$ cat src/rtl/seq_shift_left8_if.sv
// Handshake bundle for the multi-cycle left shifter: request channel in, result channel out.
// The producer/consumer side uses master and the shifter uses slave.
interface seq_shift_left8_if #(
  parameter int WIDTH = 8,
  parameter int AMT_W = 3
);
  logic             in_valid;
  logic             in_ready;
  logic [WIDTH-1:0] in_data;
  logic [AMT_W-1:0] in_amt;
  logic             in_rot;
  logic             out_valid;
  logic             out_ready;
  logic [WIDTH-1:0] out_data;
  logic             out_carry;

  modport master (
    output in_valid,
    input  in_ready,
    output in_data,
    output in_amt,
    output in_rot,
    input  out_valid,
    output out_ready,
    input  out_data,
    input  out_carry
  );

  modport slave (
    input  in_valid,
    output in_ready,
    input  in_data,
    input  in_amt,
    input  in_rot,
    output out_valid,
    input  out_ready,
    output out_data,
    output out_carry
  );
endinterface

$ cat src/rtl/seq_shift_left8.sv
// Multi-cycle left shifter/rotator: one bit position per clock, valid/ready on both sides.
// The working register doubles as the result register, so out_data is registered.
module seq_shift_left8 #(
  parameter int WIDTH = 8,
  parameter int AMT_W = 3
) (
  input logic          clk,
  input logic          rst,
  seq_shift_left8_if.slave bus
);

  typedef enum logic [1:0] {
    IDLE  = 2'd0,
    SHIFT = 2'd1,
    DONE  = 2'd2
  } state_t;

  state_t           state_r;
  state_t           state_nxt_s;
  logic [WIDTH-1:0] data_r;
  logic [WIDTH-1:0] data_nxt_s;
  logic [AMT_W-1:0] cnt_r;
  logic [AMT_W-1:0] cnt_nxt_s;
  logic             rot_r;
  logic             rot_nxt_s;
  logic             carry_r;
  logic             carry_nxt_s;
  logic             fill_s;
  logic             in_ready_r;
  logic             out_valid_r;

  // Next-state and datapath update for the IDLE/SHIFT/DONE sequence.
  always_comb begin
    state_nxt_s = state_r;
    data_nxt_s  = data_r;
    cnt_nxt_s   = cnt_r;
    rot_nxt_s   = rot_r;
    carry_nxt_s = carry_r;
    fill_s      = 1'b0;
    case (state_r)
      IDLE: begin
        if (bus.in_valid && in_ready_r) begin
          data_nxt_s  = bus.in_data;
          cnt_nxt_s   = bus.in_amt;
          rot_nxt_s   = bus.in_rot;
          carry_nxt_s = 1'b0;
          if (bus.in_amt == {AMT_W{1'b0}}) begin
            state_nxt_s = DONE;
          end else begin
            state_nxt_s = SHIFT;
          end
        end else begin
          state_nxt_s = IDLE;
        end
      end
      SHIFT: begin
        // Rotate feeds the exiting MSB back in; logical shift feeds zero.
        if (rot_r) begin
          fill_s = data_r[WIDTH-1];
        end else begin
          fill_s = 1'b0;
        end
        carry_nxt_s = data_r[WIDTH-1];
        data_nxt_s  = {data_r[WIDTH-2:0], fill_s};
        cnt_nxt_s   = cnt_r - AMT_W'(1);
        if (cnt_r == AMT_W'(1)) begin
          state_nxt_s = DONE;
        end else begin
          state_nxt_s = SHIFT;
        end
      end
      DONE: begin
        if (out_valid_r && bus.out_ready) begin
          state_nxt_s = IDLE;
        end else begin
          state_nxt_s = DONE;
        end
      end
      default: begin
        state_nxt_s = IDLE;
      end
    endcase
  end

  // State, datapath and handshake-flag registers; flags are decoded from the next state.
  always_ff @(posedge clk or posedge rst) begin
    if (rst) begin
      state_r     <= IDLE;
      data_r      <= {WIDTH{1'b0}};
      cnt_r       <= {AMT_W{1'b0}};
      rot_r       <= 1'b0;
      carry_r     <= 1'b0;
      in_ready_r  <= 1'b1;
      out_valid_r <= 1'b0;
    end else begin
      state_r     <= state_nxt_s;
      data_r      <= data_nxt_s;
      cnt_r       <= cnt_nxt_s;
      rot_r       <= rot_nxt_s;
      carry_r     <= carry_nxt_s;
      in_ready_r  <= (state_nxt_s == IDLE);
      out_valid_r <= (state_nxt_s == DONE);
    end
  end

  assign bus.in_ready  = in_ready_r;
  assign bus.out_valid = out_valid_r;
  assign bus.out_data  = data_r;
  assign bus.out_carry = carry_r;

endmodule

$ cat src/flat_wrapper.sv
// flat-port wrapper written by rule: the top's interface ports become plain ports
module seq_shift_left8_flat 
#(
  parameter int WIDTH = 8,
  parameter int AMT_W = 3
)
  (clk, rst, bus_in_valid, bus_in_ready, bus_in_data, bus_in_amt, bus_in_rot, bus_out_valid, bus_out_ready, bus_out_data, bus_out_carry);
  seq_shift_left8_if #(.WIDTH(WIDTH), .AMT_W(AMT_W)) bus_i ();
  input logic clk;
  input logic rst;
  input wire logic [$bits(bus_i.in_valid)-1:0] bus_in_valid;
  output wire logic [$bits(bus_i.in_ready)-1:0] bus_in_ready;
  input wire logic [$bits(bus_i.in_data)-1:0] bus_in_data;
  input wire logic [$bits(bus_i.in_amt)-1:0] bus_in_amt;
  input wire logic [$bits(bus_i.in_rot)-1:0] bus_in_rot;
  output wire logic [$bits(bus_i.out_valid)-1:0] bus_out_valid;
  input wire logic [$bits(bus_i.out_ready)-1:0] bus_out_ready;
  output wire logic [$bits(bus_i.out_data)-1:0] bus_out_data;
  output wire logic [$bits(bus_i.out_carry)-1:0] bus_out_carry;
  assign bus_i.in_valid = bus_in_valid;
  assign bus_in_ready = bus_i.in_ready;
  assign bus_i.in_data = bus_in_data;
  assign bus_i.in_amt = bus_in_amt;
  assign bus_i.in_rot = bus_in_rot;
  assign bus_out_valid = bus_i.out_valid;
  assign bus_i.out_ready = bus_out_ready;
  assign bus_out_data = bus_i.out_data;
  assign bus_out_carry = bus_i.out_carry;
  seq_shift_left8 #(.WIDTH(WIDTH), .AMT_W(AMT_W)) u_core (.clk(clk), .rst(rst), .bus(bus_i));
endmodule
$ cat config.mk
export PLATFORM = sky130hd
export DESIGN_NAME = seq_shift_left8_flat
export DESIGN_NICKNAME = d
export VERILOG_FILES = /design/src/rtl/seq_shift_left8_if.sv /design/src/rtl/seq_shift_left8.sv /design/src/flat_wrapper.sv
export SDC_FILE = /design/constraint.sdc
export NUM_CORES = 1
export LEC_CHECK = 0
export CAP_MARGIN = 40
export CORE_UTILIZATION = 48
export CTS_CLUSTER_DIAMETER = 30
export DETAILED_ROUTE_END_ITERATION = 7
export PLACE_DENSITY = 0.86
export SYNTH_ARGS = -nofsm -noshare
export SYNTH_HDL_FRONTEND = slang
export SYNTH_SLANG_ARGS = --single-unit
$ cat constraint.sdc
create_clock -name clk -period 2.67 [get_ports clk]
set_clock_uncertainty 0.1 [all_clocks]
set_input_delay 0.6675 -clock clk [delete_from_list [all_inputs] [get_ports clk]]
set_output_delay 0.6675 -clock clk [all_outputs]
set_load 0.005 [all_outputs]
# After elaboration in Yosys (flattened, before gate mapping)

Cells that the tools add are included.

Register bits: 17
Bits of input ports: 16
Output and inout bits: 11

Add/sub/neg operators: 1
Eq/ne operators: 5
Muxes and demuxes: 12
Reductions and logical operators: 8

Operators with widths:

| operator                                          | count |
|---|---|
| case mux 8 bit (2 select lines)                   | 1 |
| 2-to-1 mux 2 bit                                  | 4 |
| 2-to-1 mux 8 bit                                  | 1 |
| case mux 2 bit (3 select lines)                   | 1 |
| case mux 3 bit (2 select lines)                   | 1 |
| == test 2 bit (second input constant)             | 2 |
| zero test 2 bit                                   | 2 |
| AND reduction 2 bit                               | 2 |
| == test 3 x 1 -> 1 bit (second input constant)    | 1 |
| zero test 3 bit                                   | 1 |
| 2-to-1 mux 3 bit                                  | 1 |
| subtractor 3 x 1 -> 3 bit (second input constant) | 1 |
| == test 2 x 1 -> 1 bit (second input constant)    | 1 |
| logical AND 1 bit                                 | 2 |
| 2-to-1 mux 1 bit                                  | 2 |
| != test 2 x 1 -> 1 bit (second input constant)    | 1 |
| case mux 1 bit (2 select lines)                   | 1 |
| nonzero test 2 bit                                | 1 |

# Logic depth before layout (Yosys ltp)

Gate-level depths: netlist of run 1.

Depth in word-level cells: 5
Mapped depth: 5

# Least setup slack after synthesis of run 1

Ideal clock, no wire load.

Kind: input to register
Start: input port bus_in_valid
End: register u_core.data_r[2] (netlist: u_core.bus.out_data[2])
Data arrival time: 1,228 ps
Data required time: 2,429 ps
Path slack: 1,201 ps
Stages on the path: 3
Buffers on the path: 0
Cell sequence: and2_2 > o21ai_2 > a221oi_1

Cells in the longest elaborated chain, start to end: 3

Ends and longest elaborated chain:

| element                          | RTL line              | source |
|---|---|---|
| start, declared                  | flat_wrapper.sv:11    | `input wire logic [$bits(bus_i.in_valid)-1:0] bus_in_valid;` |
| logical AND 1 bit                | seq_shift_left8.sv:42 | `if (bus.in_valid && in_ready_r) begin` |
| != test 2 x 1 -> 1 bit (no line) | -                     |  |
| AND reduction 2 bit (no line)    | -                     |  |
| end signal, assigned             | seq_shift_left8.sv:89 | `data_r <= {WIDTH{1'b0}};` |
| end signal, assigned             | seq_shift_left8.sv:97 | `data_r <= data_nxt_s;` |
| end, declared                    | seq_shift_left8.sv:20 | `logic [WIDTH-1:0] data_r;` |

Every way passes these cells.
A chain may end at the register's enable or synchronous reset.

# Final worst setup path of run 1

Start: register u_core.in_ready_r (netlist: u_core.bus.in_ready)
End: output port bus_in_ready

RTL lines:

| element                | RTL line               | source |
|---|---|---|
| start, declared        | seq_shift_left8.sv:29  | `logic in_ready_r;` |
| start signal, assigned | seq_shift_left8.sv:101 | `in_ready_r <= (state_nxt_s == IDLE);` |
| end, declared          | flat_wrapper.sv:12     | `output wire logic [$bits(bus_i.in_ready)-1:0] bus_in_ready;` |

No word-level cell between the ends.

==> out/results.ini, run 1 <==
[placed_design]
port_buffers = 26
gp_congestion = 0.8744
place_area_sq_mm = 0.001141
dp_hpwl_um = 1404

[power]
vdd_ir_drop_max_v = 0.0006154
p_per_area_mw_per_mm2 = 1122
p_leak_nw = 0.5364

[synthesis]
syn_area_sq_um = 873.3
postSynth.asyncResetShare_pct = 100.0
yosysWarnings = 0
postSynthNetCount = 104
synth_edf_count = 0
avgSynthCellArea_sq_um = 10.16
synth-main-ff-cell = dfrtp_1
ys_seq_elements = 17
synth_cells = 86
yosysUniqueCellTypes = 30
ys_seq_area_share_pct = 48.85

[status]
status = finished clean

[layout]
drive_gt1_share_pct = 8.850
post-route-util_pct = 68.35
n_antenna_cell = 0
fin_area_sq_mm = 0.001167
nets = 132
area_delta_synth_final_pct = 33.67
nFillCells = 135

[critical_path]
crit_start = u_core.bus.in_ready$_DFF_PP1_
max_stage_delay_ns = 0.59
crit_cells = 1
r2r_setup_slack_ns = 1.01
cp-start-kind = flop
critical_path_class = reg -> out
crit_chain = clkdlybuf4s50_1
crit_buf_inv = 1
r2r_start = u_core.state_r[1]$_DFF_PP0_
cp_top_family = flip-flops
crit_end = bus_in_ready
slowest_stage = dfstp_2
cp_max_fo = 5
worst_setup_path_end_kind = primary output
r2r_end = u_core.bus.out_valid$_DFF_PP0_
arrival_ns = 1.40
crit_required_ns = 1.90
rr_worst_depth = 3

[timing]
slew_viol_final = 0
worst_hold_slack_ns = 0.4248
rsz0062_at_grt = no
finalCriticalPeriod_ns = 2.167
finalSetupViolations = 0
tightest_slew_ns = 0.6770
max_slew_margin_pct = 54.82
tns_ns = 0
fmax_ghz = 0.4615
finalHoldViolCount = 0
fin_crit_sh_pct = 81.15

[cts]
clk_latency_ns = 0.29
htree_levels = 1
cts_tree = yes
cts-buffers-inserted = 3
cts.clk_slew.worst_paths_ns = 0.10
cts.sinks = 17
postCtsSetupBuffers = 0
cts_root_buffer = clkbuf_4
post_cts_resized = 0
clockBufferDepth = 2
cts_hold_buf = 0

[global_routing]
grt_pass1_vias = 713
grt_usage_pct = 22.97
grt_pass1_wl_um = 3263
antenna_found_initial = 0
gr-total-overflow = 0
grt_max_degree = 20

[route]
vias = 763
first_pass_iters = 4
wirelength_um = 1941
drt_iter0_drc = 27
vias_per_cell = 5.529
drc_errors = 0
ant_nets = 0
post_drt_wl_per_cell_um = 14.07

[floorplanning]
die_area_sq_mm = 0.001994
coreArea_sq_mm = 0.001708
start_util_pct = 51.14
io_pins = 27
fp.dieH_um = 44.66
die_w_um = 44.66
std_cell_rows = 15

[job]
cap_violations = 0

[min_path]
worstHoldPathType = reg -> reg

## where the power goes
| group | internal [W] | leakage, nW | switching, W |
|---|---|---|---|
| logic | 0.000362 | 0.328 | 0.000273 |
| clock network | 0.0000581 | 0.0150 | 0.0000791 |
| registers | 0.000389 | 0.193 | 0.000149 |
| total | 0.000809 | 0.536 | 0.000500 |
## Yosys cell counts, drive strengths merged (2+ instances only)
| master | n | area, sq um |
|---|---|---|
| a21oi | 6 | 30.03 |
| o32ai | 4 | 35.03 |
| nand2b | 3 | 18.77 |
| a221oi | 4 | 35.03 |
| nor3 | 7 | 35.03 |
| inv | 12 | 45.04 |
| buf | 3 | 23.77 |
| ha | 2 | 25.02 |
| o21ai | 3 | 18.77 |
| dfrtp | 16 | 400.4 |
| nor2 | 8 | 32.54 |
| nor2b | 2 | 12.51 |
| a211o | 3 | 26.28 |
## per-stage QoR
stage	instances	power, W	setup WS [ns]
after global placement	134	0.001150	0.5598
after floorplan	86	0.0009218	1.201
after global routing	138	0.001425	0.4507
after CTS	138	0.001316	0.4973
final	138	0.001309	0.5033
after detailed placement	134	0.001174	0.5029
## logic make-up (layout without fill, tap and decap cells)
logic type / after synthesis / count (layout) / synth area share [%]
fa+ha+maj: 2 / 2 / 2.865
flops: 17 / 17 / 48.85
simple gates: 25 / 25 / 16.62
mux: 1 / 1 / 1.719
compound gates: 26 / 26 / 22.06
buf+inv: 15 / 42 / 7.879
## layout by cell type, fill, tap and decap left out, types with 3 or more instances in the layout
| master | count |
|---|---|
| a211o_1 | 3 |
| a21oi_1 | 6 |
| a221oi_1 | 4 |
| clkbuf_4 | 3 |
| clkdlybuf4s50_1 | 26 |
| dfrtp_1 | 16 |
| inv_1 | 12 |
| nand2b_1 | 3 |
| nor2_1 | 7 |
| nor3_1 | 7 |
| o32ai_1 | 4 |
## sequential cells by signal, indices dropped and copies added (netlist names)
name and count:
u_core.bus.out_data 8, u_core.bus.out_valid 1, u_core.state_r 2, u_core.bus.out_carry 1, u_core.rot_r 1, u_core.cnt_r 3
u_core.bus.in_ready 1
## cell type report
| class | instances | area [sq um] | share of cell area [%] |
|---|---|---|---|
| tap | 25 | 31.28 | 2.680 |
| inverter | 12 | 45.04 | 3.859 |
| sequential | 17 | 426.7 | 36.55 |
| timing repair buffer | 26 | 260.3 | 22.29 |
| multi-input combinational | 54 | 377.9 | 32.37 |
| clock buffer | 4 | 26.28 | 2.251 |
## worst min path at each step
| stage | startpoint | endpoint | cells past startpoint |
|---|---|---|---|
| after detailed placement | u_core.bus.out_carry$_DFFE_PP0P_ | u_core.bus.out_carry$_DFFE_PP0P_ | 1 |
| after global routing | u_core.rot_r$_DFFE_PP0P_ | u_core.rot_r$_DFFE_PP0P_ | 1 |
| after CTS | u_core.bus.out_carry$_DFFE_PP0P_ | u_core.bus.out_carry$_DFFE_PP0P_ | 1 |
| final | u_core.bus.out_carry$_DFFE_PP0P_ | u_core.bus.out_carry$_DFFE_PP0P_ | 1 |
| after global placement | u_core.rot_r$_DFFE_PP0P_ | u_core.rot_r$_DFFE_PP0P_ | 1 |
| after floorplan | u_core.rot_r$_DFFE_PP0P_ | u_core.rot_r$_DFFE_PP0P_ | 1 |
## per-layer routing
layer,routed length [um],track usage [%]
met1,862,32.64
met2,933,33.53
met4,31,11.52
met3,114,4.082
met5,0,0
## worst reg2reg max path, stage by stage (launching register included)
cell,delay [ns]
dfrtp_1,0.72
inv_1,0.21
a211oi_1,0.42
a211o_1,0.16
Note: power is estimated with default switching activity, not from simulation.
==> inputs of run 2 (changes only) <==
CORE_UTILIZATION = 45   (was 48)
PLACE_DENSITY = 0.82   (was 0.86)
clock period = 2.2 ns   (was 2.67 ns; I/O delays follow)
==> out/results.ini, run 2 (synthesis gave the netlist of run 1 again) <==
[status]
status = finished clean

[route]
wirelength_um = 1903  ; -2.0%
met1Wirelength_um = 889  ; +3.1%
post_drt_wl_per_cell_um = 13.69  ; -2.7%
highest_layer = met4
vias_per_cell = 5.288  ; -4.4%
first_pass_iters = 4  ; unchanged
vias = 735  ; -3.7%
drt_iter0_drc = 16  ; -41%
wl_met2_um = 876  ; -6.1%
met3_length_um = 89  ; -22%
drc_errors = 0  ; unchanged
ant_nets = 0  ; unchanged

[critical_path]
cp_top_family = flip-flops
crit_required_ns = 1.55  ; -0.35 ns
arrival_ns = 1.41  ; about the same
r2r_start = u_core.state_r[0]$_DFF_PP0_
cp-start-kind = flop
crit_buf_inv = 1  ; unchanged
slowest_stage = dfstp_2
crit_chain = clkdlybuf4s50_1
rr_worst_depth = 3  ; unchanged
worst_setup_path_end_kind = primary output
critical_path_class = reg -> out
r2r_end = u_core.rot_r$_DFFE_PP0P_
cp_max_fo = 5  ; unchanged
r2r_setup_slack_ns = 0.62  ; -0.39 ns
max_stage_delay_ns = 0.60  ; about the same

[floorplanning]
std_cell_rows = 15  ; unchanged
die_area_sq_mm = 0.002121  ; +6.4%
die_w_um = 46.06  ; +3.1%
start_util_pct = 49.50  ; -1.6 points
coreArea_sq_mm = 0.001764  ; +3.3%
io_pins = 27  ; unchanged
fp.dieH_um = 46.06  ; +3.1%

[power]
clkPwrFrac_pct = 10.6  ; about the same
internal-power_w = 0.0009876  ; +22%
power_w = 0.001596  ; +22%
p_leak_nw = 0.5445  ; +1.5%
pwr-share-comb_pct = 49.8  ; +1.3 points
swShare_pct = 38.13  ; -0.096 points
pwr-share-seq_pct = 39.6  ; -1.5 points
p_per_area_mw_per_mm2 = 1357  ; +21%
vdd_ir_drop_max_v = 0.0007506  ; +22%
power_switching_w = 0.0006086  ; +22%

[min_path]
worstHoldPathType = reg -> reg
holdPathStages = 1  ; unchanged
hp-start = u_core.bus.out_carry$_DFFE_PP0P_
min_to = u_core.bus.out_carry$_DFFE_PP0P_

[cts]
cts_tree = yes
clk_latency_ns = 0.30  ; about the same
clockBufferDepth = 2  ; unchanged
cts_hold_buf = 0  ; unchanged
cts-buffers-inserted = 3  ; unchanged
cts.clk_slew.worst_paths_ns = 0.11  ; about the same
cts.sinks = 17  ; unchanged
cts_root_buffer = clkbuf_4
postCtsSetupBuffers = 0  ; unchanged
htree_levels = 1  ; unchanged
post_cts_resized = 0  ; unchanged

[placed_design]
place_area_sq_mm = 0.001149  ; +0.66%
gp_congestion = 0.8346  ; -4.6%
dp_hpwl_um = 1431  ; +1.9%
port_buffers = 26  ; unchanged

[timing]
tns_ns = 0  ; unchanged
tightest_slew_ns = 0.6141  ; -0.06287 ns
worst_hold_slack_ns = 0.4289  ; +0.004096 ns
finalCriticalPeriod_ns = 2.064
finalHoldViolCount = 0  ; unchanged
finalSetupViolations = 0  ; unchanged
max_slew_margin_pct = 59.01  ; +4.2 points
slew_viol_final = 0  ; unchanged
fin_crit_sh_pct = 93.80
fmax_ghz = 0.4846
rsz0062_at_grt = no

[global_routing]
antenna_found_initial = 0  ; unchanged
gr-total-overflow = 0  ; unchanged
grt_usage_pct = 21.13  ; -1.8 points
grt_pass1_vias = 695  ; -2.5%
grt_max_degree = 18  ; -10%
grt_pass1_wl_um = 3098  ; -5.1%

[layout]
regArea_sq_um = 426.7  ; unchanged
final_cell_mix = 26 x clkdlybuf4s50_1, 16 x dfrtp_1, 12 x inv_1
n_antenna_cell = 0  ; unchanged
post-route-util_pct = 66.67  ; -1.7 points
nFillCells = 152  ; +13%
area_delta_synth_final_pct = 34.67
multi_input_area_sq_um = 377.9  ; unchanged
largest_reg_flops = 8  ; unchanged
layout_commonest_cell = clkdlybuf4s50_1
drive_gt1_share_pct = 10.53  ; +1.7 points
nets = 133  ; +0.76%
fin_area_sq_mm = 0.001176  ; +0.75%

[job]
cap_violations = 0  ; unchanged

==> run 2: cell count changes in the layout (fill, tap and decap cells not counted) <==
| cell | delta |
|---|---|
| buf_4 | +1 |
| clkbuf_1 | -1 |
| clkinv_2 | +1 |
==> run 2: area by class of cell <==
type	count	area share [%]
clock buffers	3	1.915
repair buffers	27	22.77
clock inverters	1	0.4255
flip-flops and latches	17	36.28
inverters	12	3.830
well taps	25	2.660
multi-input cells	54	32.13
==> run 2: how the worst max path moves through the flow <==
stage                                  start                                  to  slack (ns)  cells after the start
2_1_floorplan  u_core.bus.in_ready$_DFF_PP1_            u_core.rot_r$_DFFE_PP0P_        0.82                      3
3_3_place_gp                    bus_in_valid            u_core.rot_r$_DFFE_PP0P_        0.20                      4
3_5_place_dp                    bus_in_valid  u_core.bus.out_data[3]$_DFFE_PP0P_        0.17                      4
4_1_cts        u_core.bus.in_ready$_DFF_PP1_                        bus_in_ready        0.14                      1
5_1_grt        u_core.bus.in_ready$_DFF_PP1_                        bus_in_ready        0.09                      1
6_report       u_core.bus.in_ready$_DFF_PP1_                        bus_in_ready        0.14                      1
==> run 2: per-stage QoR <==
stage,std cells,setup slack (ns)
after global placement,135,0.1973
after CTS,139,0.1354
final,139,0.1364
after detailed placement,135,0.1694
after global routing,139,0.09467
after floorplan,86,0.8250
==> run 2: power by group through the flow <==
stage / logic, W / clock network, W / registers (W)
after CTS: 0.000800 / 0.000173 / 0.000630
final: 0.000795 / 0.000170 / 0.000632
after global placement: 0.000781 / 0 / 0.000630
after detailed placement: 0.000795 / 0 / 0.000636
after floorplan: 0.000529 / 0 / 0.000590
after global routing: 0.000889 / 0.000185 / 0.000659
==> run 2: per-layer routing <==
layer  track usage (%)  up-vias
met4             12.35        0
li1                  -      364
met5                 0        -
met1             27.18      342
met3             2.353        5
met2             34.08       24
